File: src/rtl/seq_shift_add_multiplier_if.sv
`default_nettype none
// ============================================================================
// seq_shift_add_multiplier_if : start/done handshake and operand/result bus
// Rev 1.0
// ============================================================================
interface seq_shift_add_multiplier_if #(
  parameter int A_WIDTH = 3,
  parameter int B_WIDTH = 4
);
  logic                       start;
  logic                       signed_mode;
  logic [A_WIDTH-1:0]         a;
  logic [B_WIDTH-1:0]         b;
  logic                       busy;
  logic                       done;
  logic [A_WIDTH+B_WIDTH-1:0] product;

  modport master (
    output start, signed_mode, a, b,
    input  busy, done, product
  );

  modport slave (
    input  start, signed_mode, a, b,
    output busy, done, product
  );
endinterface
`default_nettype wire

File: src/rtl/seq_shift_add_multiplier.sv
`default_nettype none
// ============================================================================
// seq_shift_add_multiplier : one partial product per clock, shared adder
// Rev 1.0
// ============================================================================
module seq_shift_add_multiplier #(
  parameter int A_WIDTH = 3,
  parameter int B_WIDTH = 4
) (
  input  wire logic                 clk,
  input  wire logic                 rst_n,
  seq_shift_add_multiplier_if.slave bus
);
  localparam int P_WIDTH   = A_WIDTH + B_WIDTH;
  localparam int CNT_WIDTH = $clog2(A_WIDTH);
  localparam logic [CNT_WIDTH-1:0] c_LAST = CNT_WIDTH'(A_WIDTH - 1);

  // Encoding chosen so busy/done are direct state-register bits.
  localparam logic [1:0] c_IDLE = 2'b00;
  localparam logic [1:0] c_RUN  = 2'b01;
  localparam logic [1:0] c_DONE = 2'b10;

  logic [1:0]           state_q, state_d;
  logic [A_WIDTH-1:0]   a_q;
  logic [B_WIDTH-1:0]   b_q;
  logic                 mode_q;
  logic [CNT_WIDTH-1:0] cnt_q;
  logic [P_WIDTH-1:0]   acc_q;
  logic [P_WIDTH-1:0]   product_q;

  logic                 w_accept;
  logic                 w_last;
  logic [P_WIDTH-1:0]   w_b_ext;
  logic [P_WIDTH-1:0]   w_term;
  logic [P_WIDTH-1:0]   w_acc_next;

  assign w_accept = bus.start && ((state_q == c_IDLE) || (state_q == c_DONE));
  assign w_last   = (cnt_q == c_LAST);
  assign w_b_ext  = mode_q ? {{A_WIDTH{b_q[B_WIDTH-1]}}, b_q} : {{A_WIDTH{1'b0}}, b_q};
  assign w_term   = w_b_ext << cnt_q;

  // The multiplier MSB has negative weight in signed mode.
  always_comb begin
    w_acc_next = acc_q;
    if (a_q[cnt_q]) begin
      if (w_last && mode_q) begin
        w_acc_next = acc_q - w_term;
      end else begin
        w_acc_next = acc_q + w_term;
      end
    end
  end

  always_ff @(posedge clk or negedge rst_n) begin
    if (!rst_n) begin
      state_q <= c_IDLE;
    end else begin
      state_q <= state_d;
    end
  end

  always_comb begin
    state_d = state_q;
    case (state_q)
      c_IDLE:  if (bus.start) state_d = c_RUN;
      c_RUN:   if (w_last) state_d = c_DONE;
      c_DONE:  state_d = bus.start ? c_RUN : c_IDLE;
      default: state_d = c_IDLE;
    endcase
  end

  always_comb begin
    bus.busy    = (state_q == c_RUN);
    bus.done    = (state_q == c_DONE);
    bus.product = product_q;
  end

  always_ff @(posedge clk or negedge rst_n) begin
    if (!rst_n) begin
      a_q       <= '0;
      b_q       <= '0;
      mode_q    <= 1'b0;
      cnt_q     <= '0;
      acc_q     <= '0;
      product_q <= '0;
    end else if (w_accept) begin
      a_q    <= bus.a;
      b_q    <= bus.b;
      mode_q <= bus.signed_mode;
      cnt_q  <= '0;
      acc_q  <= '0;
    end else if (state_q == c_RUN) begin
      acc_q <= w_acc_next;
      if (w_last) begin
        product_q <= w_acc_next;
      end else begin
        cnt_q <= cnt_q + 1'b1;
      end
    end
  end
endmodule
`default_nettype wire

File: src/flat_wrapper.sv
// flat-port wrapper written by rule: the top's interface ports become plain ports
module seq_shift_add_multiplier_flat 
#(
  parameter int A_WIDTH = 3,
  parameter int B_WIDTH = 4
)
  (clk, rst_n, bus_start, bus_signed_mode, bus_a, bus_b, bus_busy, bus_done, bus_product);
  seq_shift_add_multiplier_if #(.A_WIDTH(A_WIDTH), .B_WIDTH(B_WIDTH)) bus_i ();
  input  wire logic clk;
  input  wire logic rst_n;
  input wire logic [$bits(bus_i.start)-1:0] bus_start;
  input wire logic [$bits(bus_i.signed_mode)-1:0] bus_signed_mode;
  input wire logic [$bits(bus_i.a)-1:0] bus_a;
  input wire logic [$bits(bus_i.b)-1:0] bus_b;
  output wire logic [$bits(bus_i.busy)-1:0] bus_busy;
  output wire logic [$bits(bus_i.done)-1:0] bus_done;
  output wire logic [$bits(bus_i.product)-1:0] bus_product;
  assign bus_i.start = bus_start;
  assign bus_i.signed_mode = bus_signed_mode;
  assign bus_i.a = bus_a;
  assign bus_i.b = bus_b;
  assign bus_busy = bus_i.busy;
  assign bus_done = bus_i.done;
  assign bus_product = bus_i.product;
  seq_shift_add_multiplier #(.A_WIDTH(A_WIDTH), .B_WIDTH(B_WIDTH)) u_core (.clk(clk), .rst_n(rst_n), .bus(bus_i));
endmodule
File: config.mk
export PLATFORM = sky130hd
export DESIGN_NAME = seq_shift_add_multiplier_flat
export DESIGN_NICKNAME = d
export VERILOG_FILES = /design/src/rtl/seq_shift_add_multiplier_if.sv /design/src/rtl/seq_shift_add_multiplier.sv /design/src/flat_wrapper.sv
export SDC_FILE = /design/constraint.sdc
export NUM_CORES = 1
export LEC_CHECK = 0
export CORE_UTILIZATION = 35
export CTS_CLUSTER_SIZE = 30
export DETAILED_ROUTE_END_ITERATION = 6
export HOLD_SLACK_MARGIN = 0.15
export PLACE_DENSITY_LB_ADDON = 0.15
export SLEW_MARGIN = 20
export SYNTH_ARGS = -nofsm -noshare
export SYNTH_HDL_FRONTEND = slang
export SYNTH_SLANG_ARGS = --single-unit
File: constraint.sdc
create_clock -name clk -period 3.3 [get_ports clk]
set_input_delay 0.66 -clock clk [delete_from_list [all_inputs] [get_ports clk]]
set_output_delay 0.66 -clock clk [all_outputs]
set_load 0.03 [all_outputs]
==> out/qor.yml, run 1 <==
globalRouteMet3Util: 0.0260
yosys-mux-area-fraction: 0.0495
critPathCaptureType: "register"
num_io_pins: 20
utilization: 0.439
detail_route.iter0.violations: 50
detailroute.via_count: 1360
grt_util_met1: 0.218
count_of_distinct_cell_types_in_the_synthesized_netlist: 37
post-route-drc-count: 0
first_global_vias: 1331
cts_hold_buffers: 0
fillCellCount: 452
drt_wl_total_um: 3590
globalRouteTotalUtil: 0.156
global_route_total_overflow: 0
ys_top_cells_by_count: "nand2_1, dfrtp_1, o21ai_0, nand3_1, inv_1"
detailedPlace.worstSlack_ps: 238
timing.critical_path.arrival_ps: 3170
synth_largest_type_area_fraction: 0.396
cap_viol_max_count: 0
die_w_um: 70.5
antenna_cells: 0
dieHeight_um: 70.5
synthesis.nets: 212
cts.reportedPaths.clkPinSlew_ps: 100
share_of_the_synthesized_area_in_compound_gates_ao_oa_aoi_oai: 0.159
start_util: 0.370
synthCells: 192
dominantRegCellSynth: "dfrtp_1"
worst-setup-path-type: "register to register"
ys_async_sr_fraction: 1.00
combinational_family_with_the_most_area_after_synthesis: "simple AND/OR/NAND/NOR gates"
cts.sink_count: 26
synth_area_mm2: 0.00164
avgViaCountPerCell: 5.19
yosys.area_share.simple: 0.220
path_buf_inv: 1
path_max_fanout: 9
final_max_slew_viols: 0
cpLargestDelayFamily: "compound AO/OA/AOI/OAI gates"
synth_enable_flop_cells: 0
list_of_cells_traversed_by_the_critical_path: "inv_1 > ha_1 > and2_1 > nor2_1 > xnor2_1 > ha_1 > a211oi_1 > o21bai_1 > a21oi_1 > xnor3_1 > nor2_2 > xnor2_1 > o21ai_1"
cts_inserted_buffers: 3
post_synth.cell_area_avg_um2: 8.56
rr_startpoint: "u_core.cnt_q[0]"
worst_clock_skew_ps: 5.34
synthToLayoutAreaGrowth_pct: 18.7
antenna_violations_before_repair: 0
rsz_0062_raised_after_global_routing: "no"
synth_top_area_cell: "dfrtp_1"
drt_first_pass_iters: 4
floorplan.die_area_mm2: 0.00497
yosys_warnings: 0
post_place_cells: 258
post_cts_repair_timing_setup_buffer_count: 0
setup-violations-final: 0
hpwlAfterDp_um: 2710
clock_tree.buffer_depth: 2
timing.fmax_mhz: 332
port-buffer-count: 19
fin_nets: 231
final_non_filler_cells: 262
final_min_period_over_clock_period: 0.914
crit-reg2reg-capture: "u_core.bus.product[6]"
worst-r2r-cell-count: 13
cp_data_required_time_ps: 3450
synth.most_common_cell: "nand2_1"
synth_area_leaders: "dfrtp_1, nand2_1, ha_1, o21ai_0, mux2i_1"
min-delay-start: "u_core.bus.product[3]"
timing.critical_path.from_type: "register"
grt_busiest_layer: "met2"
setup.reg_to_reg.worst_slack_ps: 280
whs_endpoint: "u_core.bus.product[3]"
timing.critical_path.slowest_stage_cell: "dfrtp_2"
fp-row-count: 24
clock_tree_from_tritoncts: "done"
max_slew_margin: 0.537
worstSetupPathDepth: 13
met2_demand_to_capacity_share_in_global_routing: 0.256
seq_area_frac_synth: 0.396
worst_hold_path_type: "register to register"
cts_max_level: 1
yosys_register_bits: 26
place.gp.congestion: 0.906
max_slew.worst_pin.slew_ps: 693
global_route_wire_length_before_repair_um: 6200
post_synth_fa_ha_maj_area_fraction: 0.0731
status: "completed"
route.detailed.wl_per_inst_um: 13.7
cpPeakStageDelay_ps: 480
grt_max_degree: 27
min_path_cells: 2
hold_viol: 0
clock_insertion_delay_worst_skew_ps: 270
post_synth_xor_area_fraction: 0.0564
share_of_layout_cells_above_drive_strength_1: 0.0667
cts_resized: 0
cts.root.buffer_cell: "clkbuf_8"
worst_slack_ps: 284
antenna_violating_nets_post_route: 0
core-area_mm2: 0.00444
setup-tns-final_ps: 0
timing.final.crit_period_ps: 3020
placed cells by master (no fill, tap or decap), types with 2 or more instances in the layout:
| cell | count |
|---|---|
| nor2_1 | 9 |
| o22a_1 | 2 |
| nand3_1 | 12 |
| a211oi_1 | 2 |
| dfrtp_2 | 2 |
| nor2b_1 | 4 |
| a21oi_2 | 2 |
| dfrtp_1 | 24 |
| inv_1 | 10 |
| nand2_1 | 44 |
| clkbuf_8 | 3 |
| xnor2_1 | 6 |
| buf_4 | 2 |
| clkdlybuf4s50_1 | 19 |
| o21ai_0 | 20 |
| mux2i_1 | 7 |
| xor2_1 | 2 |
| nand3b_1 | 2 |
| ha_1 | 8 |
| nand2b_1 | 5 |
| a21oi_1 | 7 |
state kept, by name, indices dropped and copies added, names as in the netlist:
signal              cells
u_core.acc_q            7
u_core.state_q          2
u_core.cnt_q            2
u_core.a_q              3
u_core.b_q              4
u_core.mode_q           1
u_core.bus.product      7
tightest hold or removal path: stages, from the launching register on:
cell     delay [ps]
dfrtp_1         360
nand2_1          50
nand2_1          50
routing by layer:
layer  routed length, µm  share of wire
met1                1840           0.51
met2                1660           0.46
met5                   0              0
met3                  74          0.021
met4                  19         0.0053
worst max-delay path by stage:
stage | from | end | slack, ps
after floorplan | u_core.cnt_q[0] | u_core.bus.product[6] | 500
after global placement | u_core.cnt_q[1] | u_core.bus.product[6] | 290
after detailed placement | u_core.cnt_q[1] | u_core.bus.product[5] | 240
after CTS | u_core.cnt_q[1] | u_core.bus.product[5] | 220
after global routing | u_core.cnt_q[0] | u_core.bus.product[6] | 40
final | u_core.cnt_q[0] | u_core.bus.product[6] | 280
layout make-up:
type	instances	area [µm²]	area share
clock inverters	1	30.0	0.0154
well taps	52	65.1	0.0334
multi-input cells	149	917	0.470
repair buffers	21	205	0.105
inverters	10	37.5	0.0193
flip-flops and latches	26	653	0.335
clock buffers	3	41.3	0.0212
cells by family after synthesis:
| kind of cell | count (synthesis) |
|---|---|
| compound gates | 42 |
| buf+inv | 17 |
| fa+ha+maj | 9 |
| xor+xnor | 9 |
| mux | 8 |
| flops | 26 |
| simple gates | 81 |
stage by stage:
step | cell area (µm²) | hold WS, ps
CTS | 1950 | 495
finish | 1950 | 489
floorplan | 1640 | 364
global placement | 1880 | 454
detailed placement | 1880 | 467
global route | 1950 | 525
Power of run 1 is not shown: default switching activity piles up to over one toggle a cycle in this logic, so the estimate is an artifact.
==> run 2, diff against run 1 <==
--- a/config.mk
+++ b/config.mk
@@ -5,6 +5,7 @@
 export SDC_FILE = /design/constraint.sdc
 export NUM_CORES = 1
 export LEC_CHECK = 0
+export CORE_ASPECT_RATIO = 1.2
 export CORE_UTILIZATION = 35
 export CTS_CLUSTER_SIZE = 30
 export DETAILED_ROUTE_END_ITERATION = 6
==> run 2 against run 1 <==
Effect of this change:
- first-iteration DRC count grew 62%
- sequential share of layout area shrank 0.34 points
- largest cell class unchanged
- non-clock buffer count grew 1
- wire length grew 0.25%
- flip-flop and latch count is the same
==> out/qor.yml, run 2 (same netlist as run 1, synthesis figures left out) <==
antenna_violations_before_repair: 0  # unchanged
hold_viol: 0  # unchanged
clock_insertion_delay_worst_skew_ps: 270  # about the same
antenna_violating_nets_post_route: 0  # unchanged
worst_hold_path_type: "register to register"  # unchanged
start_util: 0.374  # was 0.370
worst-r2r-cell-count: 13  # unchanged
antenna_cells: 0  # unchanged
first_global_vias: 1329  # was 1331
final_max_slew_viols: 0  # unchanged
timing.critical_path.from_type: "register"  # unchanged
timing.fmax_mhz: 341  # was 332 MHz
max_slew_margin: 0.574  # was 0.537
hold_ws_ps: 482  # was 489 ps
fillCellCount: 452  # unchanged
rsz_0062_raised_after_global_routing: "no"  # unchanged
drt_wl_total_um: 3600  # was 3590 µm
fp-row-count: 26  # was 24
cts_inserted_buffers: 3  # unchanged
cpPeakStageDelay_ps: 440  # was 480 ps
status: "completed"  # unchanged
path_buf_inv: 1  # unchanged
port-buffer-count: 19  # unchanged
worst_clock_skew_ps: 7.00  # was 5.34 ps
share_of_layout_cells_above_drive_strength_1: 0.0664  # was 0.0667
floorplan.die_area_mm2: 0.00497  # about the same
list_of_cells_traversed_by_the_critical_path: "inv_1 > ha_2 > and2_1 > nor2_1 > xnor2_1 > ha_1 > a211oi_1 > o21bai_1 > a21oi_1 > xnor3_1 > nor2_2 > xnor2_1 > o21ai_1"  # was inv_1 > ha_1 > and2_1 > nor2_1 > xnor2_1 > ha_1 > a211oi_1 > o21bai_1 > a21oi_1 > xnor3_1 > nor2_2 > xnor2_1 > o21ai_1
cts.sink_count: 26  # unchanged
avgViaCountPerCell: 5.08  # was 5.19
num_io_pins: 20  # unchanged
clock_tree.buffer_depth: 2  # unchanged
timing.final.crit_period_ps: 2940  # was 3020 ps
detail_route.iter0.violations: 81  # was 50
final_non_filler_cells: 267  # was 262
max_slew.worst_pin.slew_ps: 639  # was 693 ps
crit-reg2reg-capture: "u_core.bus.product[6]"  # unchanged
layout_commonest_cell: "nand2_1"  # unchanged
cpLargestDelayFamily: "compound AO/OA/AOI/OAI gates"  # unchanged
grt_max_degree: 27  # unchanged
path_max_fanout: 6  # was 9
globalRouteTotalUtil: 0.162  # was 0.156
dieHeight_um: 77.1  # was 70.5 µm
cap_viol_max_count: 0  # unchanged
place.gp.congestion: 0.869  # was 0.906
cts.reportedPaths.clkPinSlew_ps: 90  # was 100 ps
hpwlAfterDp_um: 2740  # was 2710 µm
rr_startpoint: "u_core.cnt_q[0]"  # unchanged
fin_nets: 232  # was 231
most-common-layout-cells: "nand2_1, dfrtp_1, o21ai_0"  # unchanged
cts_max_level: 1  # unchanged
die_w_um: 64.5  # was 70.5 µm
seqCellArea_um2: 651  # was 653 µm²
core-area_mm2: 0.00439  # was 0.00444 mm²
detailroute.via_count: 1356  # was 1360
clock_tree_from_tritoncts: "done"  # unchanged
whs_endpoint: "u_core.a_q[2]"  # was u_core.bus.product[3]
timing.critical_path.arrival_ps: 3080  # was 3170 ps
critPathMostFrequentCell: "xnor2_1"
min_path_cells: 2  # unchanged
global_route_total_overflow: 0  # unchanged
setup-violations-final: 0  # unchanged
post-route-drc-count: 0  # unchanged
critPathCaptureType: "register"  # unchanged
post_place_cells: 263  # was 258
cp_data_required_time_ps: 3450  # about the same
final_min_period_over_clock_period: 0.890  # was 0.914
setup-tns-final_ps: 0  # unchanged
footprint_of_the_multi_input_gates_um2: 920  # was 917 µm²
global_route_wire_length_before_repair_um: 6210  # was 6200 µm
setup.reg_to_reg.worst_slack_ps: 360  # was 280 ps
route.detailed.wl_per_inst_um: 13.5  # was 13.7 µm
drt_first_pass_iters: 4  # unchanged
synthToLayoutAreaGrowth_pct: 19.4  # was 18.7%
timing.critical_path.slowest_stage_cell: "dfrtp_1"  # was dfrtp_2
worst-setup-path-type: "register to register"  # unchanged
cts_hold_buffers: 0  # unchanged
cts.root.buffer_cell: "clkbuf_8"  # unchanged
min-delay-start: "u_core.a_q[2]"  # was u_core.bus.product[3]
==> run 2: worst max-delay path by stage <==
stage | end | slack [ps] | cells past startpoint | startpoint
2_1_floorplan | u_core.bus.product[6] | 500 | 14 | u_core.cnt_q[0]
3_3_place_gp | u_core.bus.product[6] | 480 | 13 | u_core.cnt_q[0]
3_5_place_dp | u_core.bus.product[6] | 400 | 13 | u_core.cnt_q[0]
4_1_cts | u_core.bus.product[6] | 340 | 13 | u_core.cnt_q[0]
5_1_grt | u_core.bus.product[6] | 40 | 13 | u_core.cnt_q[0]
6_report | u_core.bus.product[6] | 360 | 13 | u_core.cnt_q[0]
==> run 2: per-stage QoR <==
step           setup slack (ps)  area, µm²  utilization
6_report                    364       1960        0.447
3_5_place_dp                395       1890        0.430
3_3_place_gp                475       1890        0.430
4_1_cts                     343       1960        0.446
2_1_floorplan               496       1640            -
5_1_grt                    35.0       1960        0.447
==> run 2: layout make-up <==
type                       instances  area share
clock buffer                       3      0.0210
clock inverter                     1      0.0153
inverter                          10      0.0191
multi-input combinational        149       0.469
sequential                        26       0.332
tap                               56      0.0357
timing repair buffer              22       0.108
==> run 2: routing by layer <==
layer	up-vias	part of all wire	GRT usage	wire length [µm]
li1	689	-	-	-
met1	639	0.48	0.220	1720
met2	26	0.48	0.256	1740
met3	2	0.034	0.0238	122
met4	0	0.0080	0.0600	29
met5	-	0	0	0
==> run 2: repair_timing <==
action,4_1_cts,5_1_grt
gates resized for setup,0,1
endpoints found under the setup margin,0,1
setup buffers,0,0
==> run 2: worst reg2reg max path, delay by kind of cell, from the launching register on <==
kind                       cells  cell delay (ps)
AOI/OAI and AO/OA              4              640
xor gates and xnor gates       3              540
adders and majority gates      2              600
buffers and inverters          1              180
DFF                            1              440
and+or+nand+nor                3              420
Power of run 2 is left out for the same reason.
